<file path="src/rtl/pc_pkg.sv">
// rtl/pc_pkg.sv - shared types, constants and arm-FSM helper for the program/address counter
package pc_pkg;

    localparam int WIDTH   = 16;
    localparam int STAGES  = WIDTH / 4;
    localparam int T_CLK_Q = 10;
    localparam int T_RCO   = 10;

    typedef enum logic [1:0] {
        EMPTY = 2'd0,
        LO    = 2'd1,
        HI    = 2'd2,
        FULL  = 2'd3
    } arm_state_t;

    // A commit empties the shadows first; loads on the same edge then re-arm from EMPTY.
    function automatic arm_state_t arm_next(
        input arm_state_t cur,
        input logic       commit,
        input logic       ld_lo,
        input logic       ld_hi
    );
        arm_state_t base;
        arm_state_t nxt;
        base = commit ? EMPTY : cur;
        nxt  = base;
        if (ld_lo && ld_hi) begin
            nxt = FULL;
        end else if (ld_lo) begin
            if (base == HI || base == FULL) begin
                nxt = FULL;
            end else begin
                nxt = LO;
            end
        end else if (ld_hi) begin
            if (base == LO || base == FULL) begin
                nxt = FULL;
            end else begin
                nxt = HI;
            end
        end
        return nxt;
    endfunction

endpackage

</file>
<file path="src/rtl/pc_nibble.sv">
// rtl/pc_nibble.sv - 4-bit synchronous counter stage with parallel load and ripple-carry output
module pc_nibble
    import pc_pkg::*;
(
    input  logic       clk,
    input  logic       rst,
    input  logic       load,
    input  logic       enp,
    input  logic       ent,
    input  logic [3:0] p,
    output logic [3:0] q,
    output logic       rco
);

`ifdef PC_GATE_DELAY_EN
    // Delays mirror the discrete 74xx stage so board-level timing can be studied.
    always_ff @(posedge clk or posedge rst) begin
        if (rst) begin
            q <= #T_CLK_Q 4'h0;
        end else if (load) begin
            q <= #T_CLK_Q p;
        end else if (enp && ent) begin
            q <= #T_CLK_Q q + 4'h1;
        end
    end

    assign #T_RCO rco = ent & (q == 4'hF);
`else
    always_ff @(posedge clk or posedge rst) begin
        if (rst) begin
            q <= 4'h0;
        end else if (load) begin
            q <= p;
        end else if (enp && ent) begin
            q <= q + 4'h1;
        end
    end

    assign rco = ent & (q == 4'hF);
`endif

endmodule

</file>
<file path="src/rtl/pc_address_counter.sv">
// rtl/pc_address_counter.sv - 16-bit program counter with byte-loaded jump target; PC_GATE_DELAY_EN adds stage delays
module pc_address_counter
    import pc_pkg::*;
(
    input  logic             clk,
    input  logic             rst,
    input  logic             inc,
    input  logic             ld_lo,
    input  logic             ld_hi,
    input  logic             jump,
    input  logic [7:0]       d,
    output logic [WIDTH-1:0] pc,
    output logic             co,
    output logic             armed,
    output logic             jump_err
);

    arm_state_t        state;
    logic [7:0]        shadow_lo;
    logic [7:0]        shadow_hi;
    logic              commit;
    logic [WIDTH-1:0]  target;
    logic [STAGES-1:0] rco;

    assign armed  = (state == FULL);
    assign commit = jump & armed;
    assign target = {shadow_hi, shadow_lo};

    // The stages load the pre-edge shadows, so same-edge byte writes only affect the next target.
    always_ff @(posedge clk or posedge rst) begin
        if (rst) begin
            shadow_lo <= 8'h00;
            shadow_hi <= 8'h00;
        end else begin
            if (ld_lo) begin
                shadow_lo <= d;
            end
            if (ld_hi) begin
                shadow_hi <= d;
            end
        end
    end

    always_ff @(posedge clk or posedge rst) begin
        if (rst) begin
            state    <= EMPTY;
            jump_err <= 1'b0;
        end else begin
            state    <= arm_next(state, commit, ld_lo, ld_hi);
            jump_err <= jump & ~armed;
        end
    end

    genvar k;
    generate
        for (k = 0; k < STAGES; k++) begin : g_stage
            logic stage_ent;
            if (k == 0) begin : g_first
                assign stage_ent = inc;
            end else begin : g_rest
                assign stage_ent = rco[k-1];
            end

            pc_nibble u_nibble (
                .clk  (clk),
                .rst  (rst),
                .load (commit),
                .enp  (inc),
                .ent  (stage_ent),
                .p    (target[4*k +: 4]),
                .q    (pc[4*k +: 4]),
                .rco  (rco[k])
            );
        end
    endgenerate

    assign co = rco[STAGES-1] & ~rst;

endmodule

</file>
<file path="config.mk">
export PLATFORM = sky130hd
export DESIGN_NAME = pc_address_counter
export DESIGN_NICKNAME = d
export VERILOG_FILES = /design/src/rtl/pc_pkg.sv /design/src/rtl/pc_nibble.sv /design/src/rtl/pc_address_counter.sv
export SDC_FILE = /design/constraint.sdc
export NUM_CORES = 1
export LEC_CHECK = 0
export BUFFER_PORTS_ARGS = -buffer_cell sky130_fd_sc_hd__buf_4
export CAP_MARGIN = 10
export CORE_MARGIN = 4
export CORE_UTILIZATION = 53
export CTS_BUF_LIST = sky130_fd_sc_hd__clkbuf_8
export CTS_CLUSTER_SIZE = 20
export DETAILED_ROUTE_END_ITERATION = 10
export PLACE_DENSITY = 0.75
export SLEW_MARGIN = 40
export SYNTH_ARGS = -nofsm -noshare
export SYNTH_HDL_FRONTEND = slang
export SYNTH_SLANG_ARGS = --single-unit
export TNS_END_PERCENT = 5
</file>
<file path="constraint.sdc">
create_clock -name clk -period 4.6 [get_ports clk]
set_input_delay 1.38 -clock clk [delete_from_list [all_inputs] [get_ports clk]]
set_output_delay 1.38 -clock clk [all_outputs]
set_load 0.02 [all_outputs]
</file>
==> Yosys cells after proc, flatten, opt, wreduce, memory -nomap -nowiden <==
Cells that the tools add are included.
{ "totals": {"register_bits": 35, "latchBits": 0, "mem_bits_rw": 0, "mem_bits_ro": 0, "memories": 0} }
{ "classes": {"n_addsub": 4, "multipliers": 0, "n_div": 0, "order_cmp": 0, "n_eq_ne": 8, "shift": 0, "n_mux": 14, "bitwise": 9, "reduce_logical": 10} }
{ "op_table": {"columns": ["operator", "count"], "rows": [
  ["two-way mux 4 bit", 8],
  ["adder 4 x 1 -> 4 bit, second input constant", 4],
  ["equality test 4 bit, second input constant", 4],
  ["two-way mux 2 bit", 5],
  ["nonzero test 2 bit", 4],
  ["bitwise AND 1 bit", 7],
  ["equality test 2 bit, second input constant", 3],
  ["logical AND 1 bit", 4],
  ["equality test 2 x 1 -> 1 bit, second input constant", 1],
  ["logical OR 1 bit", 2],
  ["NOT 1 bit", 2],
  ["two-way mux 1 bit", 1]
]} }

==> Depth between registers and ports, before layout <==
Gate-level depths: netlist of run 1.
{ "depth": {"ltp_word": 9, "ltp_mapped": 5, "ltp_nobuf": 5} }

==> Hierarchy <==
A second synthesis of run 1 with hierarchy kept.
{ "hier_totals": {"hier_cells": 142, "hier_area_um2": 1677.9} }
{ "by_module_without_submodules": {"columns": ["mod", "instances", "cells_per_inst", "area_per_inst_um2"], "rows": [
  ["pc_nibble", 4, 24, 221.5],
  ["pc_address_counter", 1, 46, 792.0]
]} }

==> Least setup slack after synthesis of run 1 <==
No wires, ideal clock.
{ "synth_timing": {"kind": "input-to-output", "from": "input port inc", "to": "output port co", "t_arrival_ns": 2.482, "t_required_ns": 3.220, "slack_ns": 0.738, "stages": 4, "n_path_buf": 1, "path_cell_list": "buf_4 > nand4_4 > nor3_2 > nor4b_2"} }
{ "synth_via": {"elab_chain_cells": 5} }
{ "synth_rtl": {"columns": ["item", "line_no", "rtl"], "rows": [
  ["start: declaration", "pc_address_counter.sv:7", "input logic inc,"],
  ["bitwise AND 1 bit (4 in a row)", "pc_nibble.sv:39", "assign rco = ent & (q == 4'hF);"],
  ["bitwise AND 1 bit", "pc_address_counter.sv:77", "assign co = rco[STAGES-1] & ~rst;"],
  ["end: declaration", "pc_address_counter.sv:13", "output logic co,"]
]} }
Every way passes these cells.

==> Final worst setup path of run 1 <==
Same ends and word-level chain as after synthesis.

==> results of run 1 <==
routing by layer:
metal	track usage, %	wire [µm]
met4	3.31	16
met5	0	0
met2	29.9	1560
met1	24.4	1500
met3	5.86	117
cells in the final DEF (no fill, tap or decap):
cell,instances
nand4_4,1
nor4b_2,1
nor3_2,1
clkinv_2,1
nand2_1,16
and2_1,1
mux2i_1,4
nor3_1,2
a21oi_1,3
xnor2_1,9
xor2_1,3
nand3_1,6
nor2_1,6
a21o_1,3
buf_4,33
dfrtp_1,35
inv_2,1
and3_2,1
clkbuf_8,5
ha_1,4
nand4_1,1
o21ai_1,12
mux2_2,16
inv_1,5
nor2b_1,1
nor4_2,2
worst min path at each step:
stage,from,endpoint,slack (ps)
3_3_place_gp,shadow_lo[0],g_stage[0].u_nibble.q[0],460
5_1_grt,shadow_lo[5],g_stage[1].u_nibble.q[1],520
4_1_cts,shadow_hi[7],g_stage[3].u_nibble.q[3],480
6_report,shadow_hi[7],g_stage[3].u_nibble.q[3],480
2_1_floorplan,shadow_hi[5],g_stage[3].u_nibble.q[1],450
3_5_place_dp,shadow_hi[7],g_stage[3].u_nibble.q[3],470
critical path, cell delays in order:
cell and delay, ps:
buf_4 130, nand4_4 200, nor3_2 340, nor4b_2 240
buf_4 170
sequential cells by signal, summed over array words and instances (netlist names):
| signal | count |
|---|---|
| shadow_lo | 8 |
| shadow_hi | 8 |
| g_stage.u_nibble.q | 16 |
| state | 2 |
| jump_err | 1 |
report_power, final:
| part | internal, mW | switching, mW |
|---|---|---|
| Sequential | 0.366 | 0.0635 |
| Clock | 0.102 | 0.103 |
| Combinational | 0.130 | 0.150 |
| Total | 0.597 | 0.316 |
metrics by stage:
stage	worst slack (ps)	cell area, µm²	utilization [%]	total power [mW]
floorplan	738	1610	-	0.597
global placement	784	1870	66.1	0.701
detailed placement	745	1870	66.1	0.717
CTS	744	1950	69.0	0.923
global route	624	1950	69.0	0.972
finish	750	1950	69.0	0.914
cells by family (layout without fill, tap and decap cells):
family                     count (synthesis)  count (layout)  synth area share [%]
DFF                                       35              35                  54.4
xor gates and xnor gates                  12              12                  6.53
buffers and inverters                     10              45                  2.57
muxes                                     20              20                  13.7
and+or+nand+nor                           39              39                  13.6
AOI/OAI and AO/OA                         18              18                  6.07
adders and majority gates                  4               4                  3.11
final cells by class:
type | count | area [µm²]
Multi-Input combinational cell | 93 | 693
Sequential cell | 35 | 876
Timing Repair Buffer | 33 | 248
Clock inverter | 3 | 12.5
Inverter | 4 | 15.0
Tap cell | 31 | 38.8
Clock buffer | 5 | 68.8
Fill cell | 223 | 877
Yosys cell counts:
cell type	number	area (µm²)
nor2b_1	1	6.26
buf_4	1	7.51
nor4_2	2	25.0
a21o_1	3	22.5
a21oi_1	3	15.0
nor3_2	1	10.0
nand4_4	1	21.3
mux2_2	16	180
nor3_1	2	10.0
dfrtp_1	35	876
and2_1	1	6.26
and3_1	1	6.26
inv_1	4	15.0
ha_1	4	50.1
nor4b_2	1	15.0
clkbuf_1	5	18.8
nand4_1	1	6.26
xor2_1	3	26.3
xnor2_1	9	78.8
mux2i_1	4	40.0
o21ai_1	12	60.1
nand2_1	16	60.1
nor2_1	6	22.5
nand3_1	6	30.0
==> impl_metrics.py, run 1 <==
metrics = {
    "sta": {
        "max_slew_margin_pct": 65.8,
        "worst_pin_slew_ps": 512,
        "fmaxAchievable_ghz": 0.260,
        "holdWs_ps": 484,
        "tns_ps": 0,
        "hold_viol": 0,
        "rsz0062_at_grt": "false",
        "setup_viol": 0,
        "finClkSkew_ps": 3.06,
        "fin_crit_sh_pct": 83.7,
        "fin_crit_ps": 3850,
        "maxSlewViolCount": 0,
    },
    "placement": {
        "dpl.cell_count": 196,
        "portBuffers": 32,
        "dp_hpwl_um": 2370,
        "finalWeightedCongestion": 0.752,
    },
    "clock_tree": {
        "htree_levels": 2,
        "cts.repair.resized": 0,
        "postCtsSetupBuffers": 0,
        "cts_hold_buf": 0,
        "clock_latency_ps": 280,
        "clk_pin_slew_ps": 70,
        "cts.path.max_buffers": 2,
        "clock-root-buffer": "clkbuf_8",
        "clkSinkCount": 35,
        "cts_tree": "done",
        "numCtsBuffers": 5,
    },
    "drt": {
        "vias": 1112,
        "wl_per_cell_um": 15.6,
        "drt-total-wl_um": 3190,
        "drtAntennaViolNets": 0,
        "via_per_inst": 5.45,
        "drt_iter0_drc": 85,
        "firstDrtPassIters": 4,
        "drc": 0,
    },
    "layout": {
        "instances_no_fill": 204,
        "syn_to_final_growth_pct": 21.3,
        "final_net_count": 190,
        "diodes": 0,
        "drive_gt1_share_pct": 35.8,
    },
    "synth": {
        "syn_nets": 156,
        "synthCells": 138,
        "ys_types": 24,
        "synth_warnings": 0,
        "ys_seq_elements": 35,
        "syn_avg_cell_area_um2": 11.7,
        "netlist_area_um2": 1610,
        "seq_area_frac_synth_pct": 54.4,
    },
    "critical_path": {
        "r2r_cells": 5,
        "regToRegSetupSlack_ps": 3000,
        "setup.worst_path.start_class": "input port",
        "endpoint": "co",
        "startpoint": "inc",
        "r2r_start": "g_stage[0].u_nibble.q[0]",
        "critPathKind": "input port to output pin",
        "crit_required_ps": 3220,
        "r2r-end": "g_stage[3].u_nibble.q[1]",
        "arrival_ps": 2470,
        "crit_fanout": 10,
        "cp-end-kind": "output pin",
    },
    "die": {
        "core_um2": 2830,
        "die_h_um": 63.1,
        "die_area_um2": 3980,
        "io_pins": 33,
        "fp.dieW_um": 63.1,
        "row_count": 19,
        "initial_utilization_pct": 56.9,
    },
    "min_path": {
        "hp-class": "flip-flop to flip-flop",
        "worstHoldPathCells": 2,
    },
    "grt": {
        "grt_max_degree": 26,
        "antenna_found_initial": 0,
        "grtUsageTotal_pct": 18.4,
        "grt_pass1_wl_um": 5760,
        "grt_pass1_vias": 1206,
        "gr-total-overflow": 0,
    },
    "power_and_ir_drop": {
        "ir_worst_vdd_uv": 284,
        "p_per_area_nw_per_um2": 468,
        "power.leakage_nw": 0.860,
    },
    "job": {
        "cap_violations": 0,
    },
    "run_status": {
        "status": "complete, no violations",
    },
}
Note: power is estimated with default switching activity, not from simulation.
==> run 2: changes to the inputs <==
--- a/config.mk
+++ b/config.mk
@@ -8,7 +8,7 @@
 export BUFFER_PORTS_ARGS = -buffer_cell sky130_fd_sc_hd__buf_4
 export CAP_MARGIN = 10
 export CORE_MARGIN = 4
-export CORE_UTILIZATION = 53
+export CORE_UTILIZATION = 51
 export CTS_BUF_LIST = sky130_fd_sc_hd__clkbuf_8
 export CTS_CLUSTER_SIZE = 20
 export DETAILED_ROUTE_END_ITERATION = 10
==> constraint.sdc (replaced) <==
create_clock -name clk -period 3.1 [get_ports clk]
set_input_delay 0.93 -clock clk [delete_from_list [all_inputs] [get_ports clk]]
set_output_delay 0.93 -clock clk [all_outputs]
set_load 0.02 [all_outputs]
==> run 2 against run 1 <==
  * Non-clock buffer count increased by 2
  * Flip-flop and latch count unchanged
  * Total power is 50% higher
  * Count of clock-buffer cells in the layout rose by 1
  * Highest routed layer unchanged
==> impl_metrics.py, run 2 (same netlist as run 1, synthesis figures left out) <==
metrics = {
    "sta": {
        "max_slew_margin_pct": 70.6,
        "worst_pin_slew_ps": 440,
        "fin_crit_sh_pct": 87.1,
        "fmaxAchievable_ghz": 0.370,
        "maxSlewViolCount": 0,
        "rsz0062_at_grt": "false",
        "setup_viol": 0,
        "finClkSkew_ps": 1.80,
        "hold_viol": 0,
        "tns_ps": 0,
        "fin_crit_ps": 2700,
    },
    "clock_tree": {
        "clk_pin_slew_ps": 60,
        "clock_latency_ps": 280,
        "cts.repair.resized": 0,
        "cts_tree": "done",
        "numCtsBuffers": 5,
        "postCtsSetupBuffers": 0,
        "cts_hold_buf": 0,
        "clkSinkCount": 35,
        "clock-root-buffer": "clkbuf_8",
        "htree_levels": 2,
        "cts.path.max_buffers": 2,
    },
    "grt": {
        "gr-total-overflow": 0,
        "grt_pass1_vias": 1211,
        "grt_max_degree": 36,
        "grtUsageTotal_pct": 16.6,
        "antenna_found_initial": 0,
        "grt_pass1_wl_um": 5330,
    },
    "layout": {
        "fillers": 238,
        "syn_to_final_growth_pct": 23.6,
        "final_net_count": 192,
        "largest_reg_flops": 16,
        "largest-register": "g_stage.u_nibble.q",
        "multi_input_area_um2": 693,
        "drive_gt1_share_pct": 36.8,
        "top_regs": "g_stage.u_nibble.q x16, shadow_hi x8, shadow_lo x8",
        "instances_no_fill": 218,
        "layout_common_cells": "35 x dfrtp_1, 35 x buf_4, 16 x nand2_1, 16 x mux2_2, 12 x o21ai_1",
        "seq_area_um2": 876,
        "diodes": 0,
    },
    "placement": {
        "portBuffers": 32,
        "dp_hpwl_um": 2210,
        "dpl.cell_count": 211,
        "finalWeightedCongestion": 0.785,
    },
    "power_and_ir_drop": {
        "swShare_pct": 33.6,
        "ir_worst_vdd_uv": 360,
        "p_sw_uw": 461,
        "seqPwrFrac_pct": 46.1,
        "power.leakage_nw": 0.868,
        "p_per_area_nw_per_um2": 689,
        "p_int_uw": 910,
        "combPwrFrac_pct": 30.1,
        "power_frac_clock_pct": 23.7,
    },
    "job": {
        "cap_violations": 0,
    },
    "critical_path": {
        "r2r_start": "g_stage[1].u_nibble.q[0]",
        "r2r-end": "g_stage[3].u_nibble.q[1]",
        "crit_fanout": 5,
        "endpoint": "co",
        "setup.worst_path.start_class": "input port",
        "critPathKind": "input port to output pin",
        "cp-end-kind": "output pin",
        "crit_required_ps": 2170,
        "r2r_cells": 6,
        "regToRegSetupSlack_ps": 1470,
        "startpoint": "inc",
        "arrival_ps": 1770,
    },
    "drt": {
        "firstDrtPassIters": 6,
        "via_per_inst": 5.09,
        "wl_per_cell_um": 13.8,
        "drt_iter0_drc": 43,
        "vias": 1109,
        "drtAntennaViolNets": 0,
        "drc": 0,
        "drt-total-wl_um": 3000,
    },
    "die": {
        "io_pins": 33,
        "row_count": 20,
        "core_um2": 3030,
        "initial_utilization_pct": 53.1,
        "die_area_um2": 4120,
        "die_h_um": 64.2,
        "fp.dieW_um": 64.2,
    },
    "min_path": {
        "hp-class": "flip-flop to flip-flop",
    },
    "run_status": {
        "status": "complete, no violations",
    },
}
## run 2: cell count changes in the layout (fill, tap and decap cells not counted), sizes merged
cell	before	now
buf	33	35
inv	6	4
clkbuf	5	6
## run 2: worst max-delay path, cell delays in order
cell and delay (ps):
buf_4 120, nand4_4 110, nor3_2 210, nor4b_2 210, buf_4 180
## run 2: power groups by stage
stage | clock network (mW) | logic (mW) | registers, mW
finish | 0.325 | 0.413 | 0.633
global route | 0.358 | 0.455 | 0.648
CTS | 0.331 | 0.419 | 0.634
detailed placement | 0 | 0.416 | 0.642
global placement | 0 | 0.406 | 0.635
floorplan | 0 | 0.181 | 0.705
## run 2: how the worst min path moves through the flow
stage / from / endpoint / slack [ps] / cells past startpoint
3_5_place_dp: shadow_lo[1] / g_stage[0].u_nibble.q[1] / 480 / 2
3_3_place_gp: shadow_lo[0] / g_stage[0].u_nibble.q[0] / 460 / 2
6_report: shadow_lo[1] / g_stage[0].u_nibble.q[1] / 490 / 2
4_1_cts: shadow_lo[1] / g_stage[0].u_nibble.q[1] / 490 / 2
2_1_floorplan: shadow_hi[5] / g_stage[3].u_nibble.q[1] / 450 / 1
5_1_grt: shadow_hi[5] / g_stage[3].u_nibble.q[1] / 520 / 1
## run 2: per-layer routing
layer | track usage (%) | part of all wire, %
met1 | 20.4 | 46
met2 | 27.4 | 48
met3 | 4.04 | 4.1
met4 | 8.18 | 2.1
met5 | 0 | 0
## run 2: layout make-up
class	count	area share [%]
Multi-Input combinational cell	93	34.8
Inverter	4	0.755
Clock inverter	1	0.252
Tap cell	44	2.77
Clock buffer	6	4.15
Timing Repair Buffer	35	13.2
Sequential cell	35	44.0
## run 2: through the flow
stage	cell area (µm²)	total power [mW]	setup slack (ps)	hold slack (ps)	utilization, %
6_report	1990	1.37	400	488	65.7
5_1_grt	1990	1.46	291	520	65.7
4_1_cts	1990	1.38	394	493	65.7
3_5_place_dp	1900	1.06	410	476	62.8
3_3_place_gp	1900	1.04	401	463	62.8
2_1_floorplan	1610	0.887	138	445	-
==> run 3: changes to the inputs <==
--- a/config.mk
+++ b/config.mk
@@ -8,11 +8,10 @@
 export BUFFER_PORTS_ARGS = -buffer_cell sky130_fd_sc_hd__buf_4
 export CAP_MARGIN = 10
 export CORE_MARGIN = 4
-export CORE_UTILIZATION = 51
-export CTS_BUF_LIST = sky130_fd_sc_hd__clkbuf_8
+export CORE_UTILIZATION = 48
 export CTS_CLUSTER_SIZE = 20
 export DETAILED_ROUTE_END_ITERATION = 10
-export PLACE_DENSITY = 0.75
+export PLACE_DENSITY = 0.71
 export SLEW_MARGIN = 40
 export SYNTH_ARGS = -nofsm -noshare
 export SYNTH_HDL_FRONTEND = slang
==> run 3 against run 2 <==
  * Combinational power is 1% lower
  * Flip-flop and latch count is the same
  * Register-to-register slack better by 50 ps
  * Critical endpoint unchanged
==> impl_metrics.py, run 3 (same netlist as run 1, synthesis figures left out) <==
metrics = {
    "drt": {
        "firstDrtPassIters": 4,
        "drt-total-wl_um": 2960,
        "drtAntennaViolNets": 0,
        "drc": 0,
        "via_per_inst": 5.02,
        "drt_iter0_drc": 32,
        "wl_per_cell_um": 13.6,
        "vias": 1094,
    },
    "sta": {
        "max_slew_margin_pct": 70.8,
        "worst_pin_slew_ps": 438,
        "maxSlewViolCount": 0,
        "hold_viol": 0,
        "tns_ps": 0,
        "fin_crit_ps": 2730,
        "rsz0062_at_grt": "false",
        "fin_crit_sh_pct": 88.2,
        "fmaxAchievable_ghz": 0.366,
        "finClkSkew_ps": 11.2,
        "setup_viol": 0,
    },
    "critical_path": {
        "cp_slowest_cell": "dfrtp_1",
        "r2r_cells": 6,
        "crit_cells": 5,
        "max_stage_delay_ps": 420,
        "arrival_ps": 1800,
        "regToRegSetupSlack_ps": 1520,
        "path_buf_inv": 1,
        "cp-end-kind": "output pin",
        "crit_fanout": 6,
        "r2r-end": "g_stage[3].u_nibble.q[3]",
        "crit_chain": "ha_1 -> nand3_1 -> nor3_2 -> nor4b_2 -> buf_4",
        "critPathKind": "flip-flop to output pin",
        "crit_required_ps": 2170,
        "setup.worst_path.start_class": "flip-flop",
        "r2r_start": "g_stage[0].u_nibble.q[0]",
        "worst_path_dominant_cell_family": "simple AND/OR/NAND/NOR gates",
    },
    "power_and_ir_drop": {
        "power.leakage_nw": 0.855,
        "finalPower_mw": 1.29,
        "p_per_area_nw_per_um2": 657,
        "ir_worst_vdd_uv": 304,
    },
    "layout": {
        "post-route-util_pct": 62.6,
        "largest-register": "g_stage.u_nibble.q",
        "multi_input_area_um2": 693,
        "largest_reg_flops": 16,
        "drive_gt1_share_pct": 36.8,
        "diodes": 0,
        "fillers": 276,
        "top_regs": "g_stage.u_nibble.q x16, shadow_hi x8, shadow_lo x8",
        "syn_to_final_growth_pct": 21.7,
        "layout_common_cells": "35 x dfrtp_1, 35 x buf_4, 16 x nand2_1, 16 x mux2_2, 12 x o21ai_1",
        "seq_area_um2": 876,
        "final_net_count": 192,
        "stdcell_area_um2": 1960,
    },
    "clock_tree": {
        "cts.path.max_buffers": 2,
        "cts_hold_buf": 0,
        "clock-root-buffer": "clkbuf_4",
        "cts_tree": "done",
        "numCtsBuffers": 5,
        "cts.repair.resized": 0,
        "postCtsSetupBuffers": 0,
        "clkSinkCount": 35,
        "clk_pin_slew_ps": 100,
        "clock_latency_ps": 340,
        "htree_levels": 2,
    },
    "die": {
        "die_h_um": 65.9,
        "die_area_um2": 4340,
        "row_count": 20,
        "initial_utilization_pct": 51.4,
        "core_um2": 3130,
        "io_pins": 33,
        "fp.dieW_um": 65.9,
    },
    "grt": {
        "grt_pass1_vias": 1151,
        "grtUsageTotal_pct": 15.9,
        "gr-total-overflow": 0,
        "grt_max_degree": 36,
        "grt_pass1_wl_um": 5140,
        "antenna_found_initial": 0,
    },
    "min_path": {
        "worstHoldPathCells": 2,
        "hp-class": "flip-flop to flip-flop",
        "min-delay-start": "shadow_lo[4]",
        "min_to": "g_stage[1].u_nibble.q[0]",
    },
    "run_status": {
        "status": "complete, no violations",
    },
    "job": {
        "cap_violations": 0,
    },
    "placement": {
        "portBuffers": 32,
        "finalWeightedCongestion": 0.722,
        "dp_hpwl_um": 2170,
        "placed_area_um2": 1900,
    },
}
[run 3: cell types whose count changed in the layout (fill, tap and decap cells not counted)]
cell      change
clkbuf_4      +5
clkbuf_8      -5
[run 3: worst max path at each step]
stage,from,to,slack (ps)
final,g_stage[1].u_nibble.q[0],co,370
after CTS,g_stage[1].u_nibble.q[0],co,340
after floorplan,inc,co,140
after global routing,g_stage[1].u_nibble.q[0],co,160
after global placement,inc,co,400
after detailed placement,inc,co,370
[run 3: metal layers]
| metal | global-route usage [%] | up-vias | routed length [µm] |
|---|---|---|---|
| met5 | 0 | - | 0 |
| met4 | 5.44 | 0 | 39 |
| met3 | 5.61 | 7 | 188 |
| met2 | 24.4 | 27 | 1320 |
| met1 | 20.6 | 518 | 1410 |
| li1 | - | 542 | - |
[run 3: cell type report]
cell class	instances	share of cell area, %
repair buffers	35	13.4
clock inverters	1	0.256
clock buffers	6	2.62
flip-flops and latches	35	44.7
multi-input cells	93	35.4
inverters	4	0.767
well taps	44	2.81
[run 3: worst min-delay path: cells and delay by family, from the launching register on]
family | cells | cell delay, ps
flip-flops | 1 | 350
AND/OR/NAND/NOR | 1 | 50
AO/OA/AOI/OAI | 1 | 60
[run 3: power breakdown]
part	internal [mW]	total, mW	switching [mW]
logic	0.192	0.408	0.216
registers	0.542	0.632	0.0896
clock network	0.105	0.247	0.142
[run 3: metrics by stage]
step / hold WS, ps / std cells / setup slack, ps
after floorplan: 445 / 138 / 138
after global placement: 465 / 211 / 396
after detailed placement: 471 / 211 / 372
after CTS: 497 / 218 / 340
after global routing: 525 / 218 / 161
final: 491 / 218 / 366
